$ cat src/rtl/uart_pkg.sv
// Shared types and limits for the UART autobaud block.
// Latency: n/a (declarations only).
// Backpressure: n/a (declarations only).
package uart_pkg;

    // Measurement controller states
    typedef enum logic [2:0] {
        IDLE       = 3'd0,
        WAIT_IDLE  = 3'd1,
        WAIT_START = 3'd2,
        MEASURE    = 3'd3,
        CALC       = 3'd4
    } ab_state_t;

    // Shortest accepted 8-bit-time span; anything faster cannot be divided down to a 16x clock
    localparam int MIN_COUNT = 128;
    // Largest divisor the 13-bit baud generator can take
    localparam int BAUD_MAX  = 8191;

    localparam int BAUD_W = 13;
    localparam int FRAC_W = 3;

endpackage

$ cat src/rtl/uart_rx_sync.sv
// Multi-flop synchronizer for the async rx line with a falling-edge strobe.
// Latency: STAGES clk to rx_sync; rx_fall is combinational from the last two stages.
// Backpressure: none; free-running sampler.
module uart_rx_sync #(
    parameter int STAGES = 2
) (
    input  logic clk,
    input  logic reset_n,
    input  logic rx,
    output logic rx_sync,
    output logic rx_fall
);

    logic [STAGES-1:0] sync_q;
    logic              prev_q;

    // Shift the raw line through the synchronizer chain; idle-high reset avoids a false edge
    always_ff @(posedge clk or negedge reset_n) begin
        if (!reset_n) begin
            sync_q <= '1;
            prev_q <= 1'b1;
        end else begin
            sync_q <= {sync_q[STAGES-2:0], rx};
            prev_q <= sync_q[STAGES-1];
        end
    end

    assign rx_sync = sync_q[STAGES-1];
    // High in the cycle the synchronized line first reads 0 after a 1
    assign rx_fall = prev_q & ~sync_q[STAGES-1];

endmodule

$ cat src/rtl/uart_autobaud.sv
// Measures the 0x55 sync character on rx and derives a 16x baud divisor (macro UART_AUTOBAUD_FRACTION_EN selects fractional vs rounded output).
// Latency: valid/error 2 clk after the 5th synchronized falling edge; timeout after 2^CNT_W-1 counts.
// Backpressure: none; arm in any busy state restarts the measurement and drops the partial result.
module uart_autobaud
    import uart_pkg::*;
#(
    parameter int SYNC_STAGES = 2,
    parameter int CNT_W       = 20
) (
    input  logic              clk,
    input  logic              reset_n,
    input  logic              rx,
    input  logic              arm,
    output logic [BAUD_W-1:0] baud_val,
    output logic [FRAC_W-1:0] baud_val_fraction,
    output logic              valid,
    output logic              locked,
    output logic              busy,
    output logic              error
);

    localparam int EXT_W = CNT_W + 1;

    ab_state_t         state;
    logic [CNT_W-1:0]  cnt;
    logic [1:0]        edge_cnt;
    logic [CNT_W-1:0]  n_q;

    logic              rx_sync;
    logic              rx_fall;

    logic [EXT_W-1:0]  n_ext;
    logic [EXT_W-1:0]  div_full;
    logic [FRAC_W-1:0] frac_calc;
    logic              too_fast;
    logic              too_slow;

    uart_rx_sync #(
        .STAGES (SYNC_STAGES)
    ) u_rx_sync (
        .clk     (clk),
        .reset_n (reset_n),
        .rx      (rx),
        .rx_sync (rx_sync),
        .rx_fall (rx_fall)
    );

    // Divisor from the captured 8-bit-time count; one extra bit so rounding cannot wrap
    always_comb begin
        n_ext = {1'b0, n_q};
`ifdef UART_AUTOBAUD_FRACTION_EN
        div_full  = (n_ext >> 7) - EXT_W'(1);
        frac_calc = n_q[6:4];
`else
        div_full  = ((n_ext + EXT_W'(64)) >> 7) - EXT_W'(1);
        frac_calc = '0;
`endif
        too_fast = (n_ext < EXT_W'(MIN_COUNT));
        too_slow = (div_full > EXT_W'(BAUD_MAX));
    end

    // Measurement FSM with registered status and result outputs
    always_ff @(posedge clk or negedge reset_n) begin
        if (!reset_n) begin
            state             <= IDLE;
            cnt               <= '0;
            edge_cnt          <= '0;
            n_q               <= '0;
            baud_val          <= '0;
            baud_val_fraction <= '0;
            valid             <= 1'b0;
            error             <= 1'b0;
            locked            <= 1'b0;
            busy              <= 1'b0;
        end else begin
            valid <= 1'b0;
            error <= 1'b0;
            if (arm) begin
                // Fresh request always wins: partial counts are dropped, nothing is reported
                state    <= WAIT_IDLE;
                cnt      <= '0;
                edge_cnt <= '0;
                busy     <= 1'b1;
            end else begin
                case (state)
                    IDLE: begin
                        busy <= 1'b0;
                    end
                    WAIT_IDLE: begin
                        // Don't trust a falling edge until the line has been seen idle
                        if (rx_sync) begin
                            state <= WAIT_START;
                        end
                    end
                    WAIT_START: begin
                        if (rx_fall) begin
                            cnt      <= '0;
                            edge_cnt <= '0;
                            state    <= MEASURE;
                        end
                    end
                    MEASURE: begin
                        if (cnt == {CNT_W{1'b1}}) begin
                            // Line stuck or far too slow
                            error <= 1'b1;
                            busy  <= 1'b0;
                            state <= IDLE;
                        end else begin
                            cnt <= cnt + CNT_W'(1);
                            if (rx_fall) begin
                                if (edge_cnt == 2'd3) begin
                                    // Start-bit edge to this edge is exactly 8 bit times
                                    n_q   <= cnt + CNT_W'(1);
                                    state <= CALC;
                                end else begin
                                    edge_cnt <= edge_cnt + 2'd1;
                                end
                            end
                        end
                    end
                    CALC: begin
                        if (too_fast || too_slow) begin
                            error <= 1'b1;
                        end else begin
                            valid             <= 1'b1;
                            locked            <= 1'b1;
                            baud_val          <= div_full[BAUD_W-1:0];
                            baud_val_fraction <= frac_calc;
                        end
                        busy  <= 1'b0;
                        state <= IDLE;
                    end
                    default: begin
                        busy  <= 1'b0;
                        state <= IDLE;
                    end
                endcase
            end
        end
    end

endmodule
$ cat config.mk
export PLATFORM = sky130hd
export DESIGN_NAME = uart_autobaud
export DESIGN_NICKNAME = d
export VERILOG_FILES = /design/src/rtl/uart_pkg.sv /design/src/rtl/uart_rx_sync.sv /design/src/rtl/uart_autobaud.sv
export SDC_FILE = /design/constraint.sdc
export NUM_CORES = 1
export LEC_CHECK = 0
export ABC_AREA = 1
export CORE_ASPECT_RATIO = 1.5
export CORE_MARGIN = 3
export CORE_UTILIZATION = 46
export CTS_BUF_LIST = sky130_fd_sc_hd__clkbuf_8
export DETAILED_ROUTE_END_ITERATION = 8
export GPL_TIMING_DRIVEN = 0
export PLACE_DENSITY = 0.68
export SETUP_SLACK_MARGIN = 0.1
export SYNTH_ARGS = -nofsm -noshare
export SYNTH_HDL_FRONTEND = slang
export SYNTH_SLANG_ARGS = --single-unit
$ cat constraint.sdc
create_clock -name clk -period 2.67 [get_ports clk]
set_input_delay 0.267 -clock clk [delete_from_list [all_inputs] [get_ports clk]]
set_output_delay 0.267 -clock clk [all_outputs]
set_load 0.005 [all_outputs]
# ---- Word level (Yosys, flattened, before mapping)
# Cells that the tools add are included.
dict set report totals {
  regBits 65
  in_bits 4
  out_inout_bits 20
  elab_cells 75
}
dict set report classes {
  addsub 4
  magnitude_cmp 2
  n_eq_ne 16
  muxes 27
  bitwise 5
  reduce_logical 10
}
# operator count
set ops {}
lappend ops {{20-bit two-way mux} 3}
lappend ops {{20-bit case mux with 2 select lines} 1}
lappend ops {{20-bit by 7-bit adder with 21-bit output, second input constant} 1}
lappend ops {{21-bit by 13-bit > comparator with 1-bit output, second input constant} 1}
lappend ops {{20-bit by 1-bit adder with 20-bit output, second input constant} 1}
lappend ops {{20-bit equality test, second input constant} 1}
lappend ops {{20-bit by 8-bit < comparator with 1-bit output, second input constant} 1}
lappend ops {{3-bit two-way mux} 6}
lappend ops {{3-bit != test, second input constant} 5}
lappend ops {{5-bit AND reduction} 3}
lappend ops {{14-bit by 1-bit subtractor with 15-bit output, second input constant} 1}
lappend ops {{3-bit case mux with 4 select lines} 1}
lappend ops {{2-bit two-way mux} 5}
lappend ops {{1-bit two-way mux} 8}
lappend ops {{4-bit != test, second input constant} 2}
lappend ops {{3-bit by 2-bit equality test with 1-bit output, second input constant} 2}
lappend ops {{3-bit AND reduction} 2}
lappend ops {{1-bit inverter} 4}
lappend ops {{1-bit case mux with 2 select lines} 2}
lappend ops {{2-bit case mux with 2 select lines} 1}
lappend ops {{3-bit by 1-bit equality test with 1-bit output, second input constant} 1}
lappend ops {{3-bit equality test, second input constant} 1}
lappend ops {{3-bit zero test} 1}
lappend ops {{3-bit by 2-bit != test with 1-bit output, second input constant} 1}
lappend ops {{other kinds (9)} 9}

# ---- Depth between registers and ports, before layout
dict set report depth {
  word_depth 7
  mapped_depth 19
  mapped_depth_nobuf 18
}

# ---- By module
# Synthesis repeated with hierarchy kept, for this count alone.
dict set report unflattened {
  hier_cells 505
  hier_area_um2 3652.3
}
# module instances cells_per_inst area_per_inst_um2 seq_area_each_um2
set by_module_without_submodules {}
lappend by_module_without_submodules {uart_autobaud 1 500 3563.4 1401.3}
lappend by_module_without_submodules {uart_rx_sync 1 5 88.8 78.8}

# ---- Least setup slack after synthesis
# No wires, ideal clock.
dict set report synth_path {
  path_kind {reg-to-reg}
  start {register n_q[7]}
  end {register baud_val[2]}
  setup_time_ps 117
  arrival_time_ps 2145
  required_time_ps 2553
  setup_slack_ps 408
  path_stages_with_launch 17
  path_buffers 1
  period_less_slack_ps 2262
  path_cell_list {dfrtp_1 > ha_1 > inv_1 > nand2_1 > a21oi_1 > nand3_1 > nor2_2 > nand2_2 > nor2_2 > nand2_1 > nand2_1 > nand2_2 > nor2_4 > nand3_4 > buf_6 > nand2_1 > nand2_1}
}
dict set report synth_via {
  elab_chain_len 6
  elab_cells_between_ends 7
  cone_classes {add/sub: 2; order compare: 2; bitwise: 1; reduce/logical: 2}
}
# element line
set synth_lines {}
lappend synth_lines {{start: declaration} uart_autobaud.sv:27} ;# logic [CNT_W-1:0] n_q;
lappend synth_lines {{start signal: assignment} uart_autobaud.sv:113} ;# n_q <= cnt + CNT_W'(1);
lappend synth_lines {{20-bit by 7-bit adder with 21-bit output} uart_autobaud.sv:55} ;# div_full = ((n_ext + EXT_W'(64)) >> 7) - EXT_W'(1);
lappend synth_lines {{14-bit by 1-bit subtractor with 15-bit output} uart_autobaud.sv:55}
lappend synth_lines {{21-bit by 13-bit > comparator with 1-bit output} uart_autobaud.sv:59} ;# too_slow = (div_full > EXT_W'(BAUD_MAX));
lappend synth_lines {{1-bit logical OR} uart_autobaud.sv:122} ;# if (too_fast || too_slow) begin
lappend synth_lines {{1-bit inverter (no source line)} n/a}
lappend synth_lines {{3-bit AND reduction (no source line)} n/a}
lappend synth_lines {{end signal: assignment} uart_autobaud.sv:127} ;# baud_val <= div_full[BAUD_W-1:0];
lappend synth_lines {{end: declaration} uart_autobaud.sv:14} ;# output logic [BAUD_W-1:0] baud_val,
# Several ways; a longest one is shown, not always the timed one.
# A chain may end at the register's enable or synchronous reset.

# ---- Final worst setup path
dict set report layout_path {
  start {register n_q[7]}
  end {register baud_val[9]}
}
# Same word-level chain as after synthesis.

==> impl_summary.log <==
[metrics] layout overhead on the synthesized area: 23.4%
[metrics] end of the worst register-to-register path: baud_val[9]$_DFFE_PN0P_
[metrics] slowest stage cell, crit path: dfrtp_2
[metrics] net switching component of the power: 0.000666 W
[metrics] unrepaired setup endpoints after global routing: true
[metrics] antenna violations before repair: 0
[metrics] Critical Path Sink: baud_val[9]$_DFFE_PN0P_
[metrics] largest net degree at the start of global routing: 40
[metrics] path category of the worst min-delay check: in2reg
[metrics] final worst-path cycle share: ~94%
[metrics] worst ir drop on vdd: 0.000438 V
[metrics] area of the core region: 0.00771 mm2
[metrics] final routed wire length divided by cell count: 13.6 um
[metrics] Inst Count DP: between 600 and 700
[metrics] number of primary I/O pins: 24
[metrics] worst setup skew after layout: between 0.01 and 0.015 ns
[metrics] drc violations: 0
[metrics] gate family responsible for the most delay along the worst path: simple AND/OR/NAND/NOR gates
[metrics] area share of the largest cell type after synthesis: 38.2%
[metrics] worst setup slack after placement: -0.118 ns
[metrics] tightest slew margin relative to the limit: 15.6%
[metrics] sequential cell fraction of total power: 47.1%
[metrics] Layout Nets: 564
[metrics] outcome: finished, final reports clean
[metrics] slew at the pin closest to its max-slew limit: 1.25 ns
[metrics] number of instances in the synthesized netlist: about 510
[metrics] Clk pin slew, worst setup/hold paths: 0.07 ns
[metrics] maximum clock frequency: 398 MHz
[metrics] dominant cell type by area after synthesis: dfrtp_1
[metrics] critical path capture point type: flop
[metrics] leakage power: around 2.1 nW
[metrics] Pwr per Cell Area: between 400 and 500 mW/mm2
[metrics] dominant synthesized flop cell: dfrtp_1
[metrics] TritonCTS clock tree: yes
[metrics] overall global routing resource usage: a little over a fifth
[metrics] type of origin of the critical path: flop
[metrics] crit path time final: 2.51 ns
[metrics] initial DRC count: 182
[metrics] critical path's most frequent cell: nand2_1
[metrics] routability congestion estimate: 0.910
[metrics] Max H-tree Level: 3
[metrics] #FFs+latches synth: 59
[metrics] Cell Chain, Critical Path: ha_4, nand2_1, nand2_2, ha_4, inv_1, nand3_1, and2_0, nor2_2, nand3_1, nor2_1, nand2_1, nor2_2, nand2_2, nand3_4, clkbuf_16, nand2_1, nand2_1
[metrics] internal power contribution: 0.00141 W
[metrics] most area-consuming cells after synthesis: dfrtp_1, nand2_1, nand3_1
[metrics] critical path depth in cells: 17
[metrics] max_cap viols: 0
[metrics] combinational share of power: 19.0%
[metrics] clk sink count: 59
[metrics] source of the critical timing path: n_q[7]$_DFFE_PN0P_
[metrics] Setup WS post-layout: 0.159 ns
[metrics] required arrival time at the worst endpoint: 2.97 ns
[metrics] switching fraction of total power: approximately a third
[metrics] clock root buffer master: clkbuf_8
[metrics] Total Wirelength: 9020 um
[metrics] clock network power share: 33.8%
[metrics] final count of pins violating max slew: 0
[metrics] Async S/R FF share, synth: 100%
[metrics] total congestion overflow: 0
[metrics] buffers and inverters on the worst path: 2
[metrics] starting density of the core: 47.6%
[metrics] Reg2Reg Launch Point: n_q[7]$_DFFE_PN0P_
[metrics] via count: 3463
[metrics] first-pass GRT wire length: 14900 um
[metrics] final hold violation count: 0
[metrics] Clk Latency, worst-skew pair: 0.36 ns
[metrics] die boundary height: 115 um
[metrics] area enclosed by the die boundary: 0.00910 mm2
[metrics] Largest stage delay, worst path: 0.47 ns
[metrics] R2R Setup Slk: 0.16 ns
[metrics] Synthesis Warnings: 0
[metrics] layout cell share with drive strength beyond 1: a little under a fifth
[metrics] path depth of the worst reg2reg path: 17
[metrics] First-pass DRT Iterations: 4
[metrics] final setup violation count: 0
[metrics] critical path class: reg2reg
[metrics] FP Rows: 39
[metrics] maximum fanout along the worst path: 5
[metrics] data arrival time of the worst path: between 2 and 3 ns
[metrics] # diodes: 0
[metrics] # port buffers: 20
[metrics] number of distinct library cells after synthesis: 36
[metrics] routed via count divided by cell count: around 5.2
[metrics] Routed Antenna Nets: 0
[metrics] most frequent standard cell in the layout excluding fill and tap cells: nand2_1
[metrics] Post-DP HPWL: between 6000 and 7000 um
[metrics] area of the mapped netlist: 0.00367 mm2
[metrics] count of flip-flops with a built-in enable after synthesis: 0
[metrics] via count of the first global-routing pass: 3407
[metrics] Die Wd: between 70 and 80 um
[metrics] number of buffers on the longest clock path: 2
[metrics] most used cells in the layout excluding fill and tap cells: nand2_1, inv_1, dfrtp_1
[metrics] sequential element share of the synthesized area: 40.3%
[metrics] total CTS buffers: 9
[metrics] number of cells in the finished layout apart from fillers: approximately 660
[metrics] average instance area after synthesis: roughly 7.2 um2
[flip-flops by register name (all words and copies together) (netlist names)]
signal,cells
locked,1
busy,1
cnt,20
u_rx_sync.prev_q,1
state,3
valid,1
baud_val,13
n_q,14
edge_cnt,2
error,1
u_rx_sync.sync_q,2
[power by group through the flow]
stage	sequential, W	clock [W]	combinational, W
final	0.000977	0.000701	0.000394
after global routing	0.000983	0.000751	0.000446
after detailed placement	0.000991	0	0.000349
after floorplan	0.000982	0	0.000246
after global placement	0.000990	0	0.000341
after CTS	0.000975	0.000725	0.000359
[worst min-delay path by stage]
stage | cells past startpoint | start | end
6_report | 1 | rx | u_rx_sync.sync_q[0]$_DFF_PN1_
5_1_grt | 1 | rx | u_rx_sync.sync_q[0]$_DFF_PN1_
2_1_floorplan | 0 | reset_n | baud_val[0]$_DFFE_PN0P_
3_3_place_gp | 0 | u_rx_sync.sync_q[0]$_DFF_PN1_ | u_rx_sync.sync_q[1]$_DFF_PN1_
4_1_cts | 1 | rx | u_rx_sync.sync_q[0]$_DFF_PN1_
3_5_place_dp | 1 | reset_n | baud_val[3]$_DFFE_PN0P_
[timing repair]
item                                    in CTS  in global routing
resized for setup                           11                 57
setup buffers                                2                  9
cloned                                       0                  1
endpoints found under the hold margin       20                  0
hold buffers                                 1                  0
endpoints found under the setup margin      48                 50
pin swaps                                    1                 19
[layer usage]
metal,GRT usage [%],share of wire [%],up-vias,wire length [um]
met5,0,0,-,0
met1,19.9,36,1616,3280
met2,40.0,56,66,5010
li1,-,-,1748,-
met3,3.13,2.8,33,250
met4,16.4,5.4,0,483
[through the flow]
step                hold slack [ns]  utilization (%)  setup TNS [ns]  area [um2]  total power (W)
floorplan                   -0.0286                -               0        3680          0.00123
global placement              0.346             51.9          -31.27        4000          0.00133
detailed placement            0.262             52.1           -1.92        4020          0.00134
CTS                           0.307             55.1               0        4250          0.00206
global route                  0.336             58.7               0        4530          0.00218
finish                        0.318             58.7               0        4530          0.00207
[area by class of cell]
cell class	instances	area (um2)
multi-input combinational	377	2090
clock inverter	6	26.3
timing repair buffer	34	337
clock buffer	10	138
sequential	59	1480
inverter	58	218
buffer	15	104
fill	750	3180
tap	102	128
[cell families (layout without fill, tap and decap cells)]
logic type,count (synthesis),after routing,share of synthesized area (%)
and+or+nand+nor,303,303,38.2
buffers and inverters,73,123,8.29
DFF,59,59,40.3
AOI/OAI and AO/OA,53,53,8.15
xor gates and xnor gates,12,12,2.86
adders and majority gates,6,6,2.05
other,1,3,0.102
[synthesized netlist by cell type, types with 2 or more instances]
| library cell | number |
|---|---|
| nor4_1 | 4 |
| nand2_2 | 9 |
| o21ai_1 | 3 |
| nand3_1 | 49 |
| nor3_1 | 11 |
| clkbuf_1 | 6 |
| dfrtp_1 | 56 |
| nor2_1 | 40 |
| xnor2_1 | 2 |
| a21oi_1 | 6 |
| o21bai_1 | 2 |
| dfstp_2 | 3 |
| buf_4 | 5 |
| xor2_1 | 10 |
| inv_1 | 56 |
| nand4_1 | 27 |
| buf_2 | 3 |
| o22ai_1 | 4 |
| ha_1 | 6 |
| nand3_2 | 3 |
| o21a_1 | 7 |
| nand2_1 | 147 |
| o21ai_0 | 29 |
| nor2_2 | 3 |
| nor2_4 | 5 |
No activity file was read; power rests on OpenSTA's default activity.
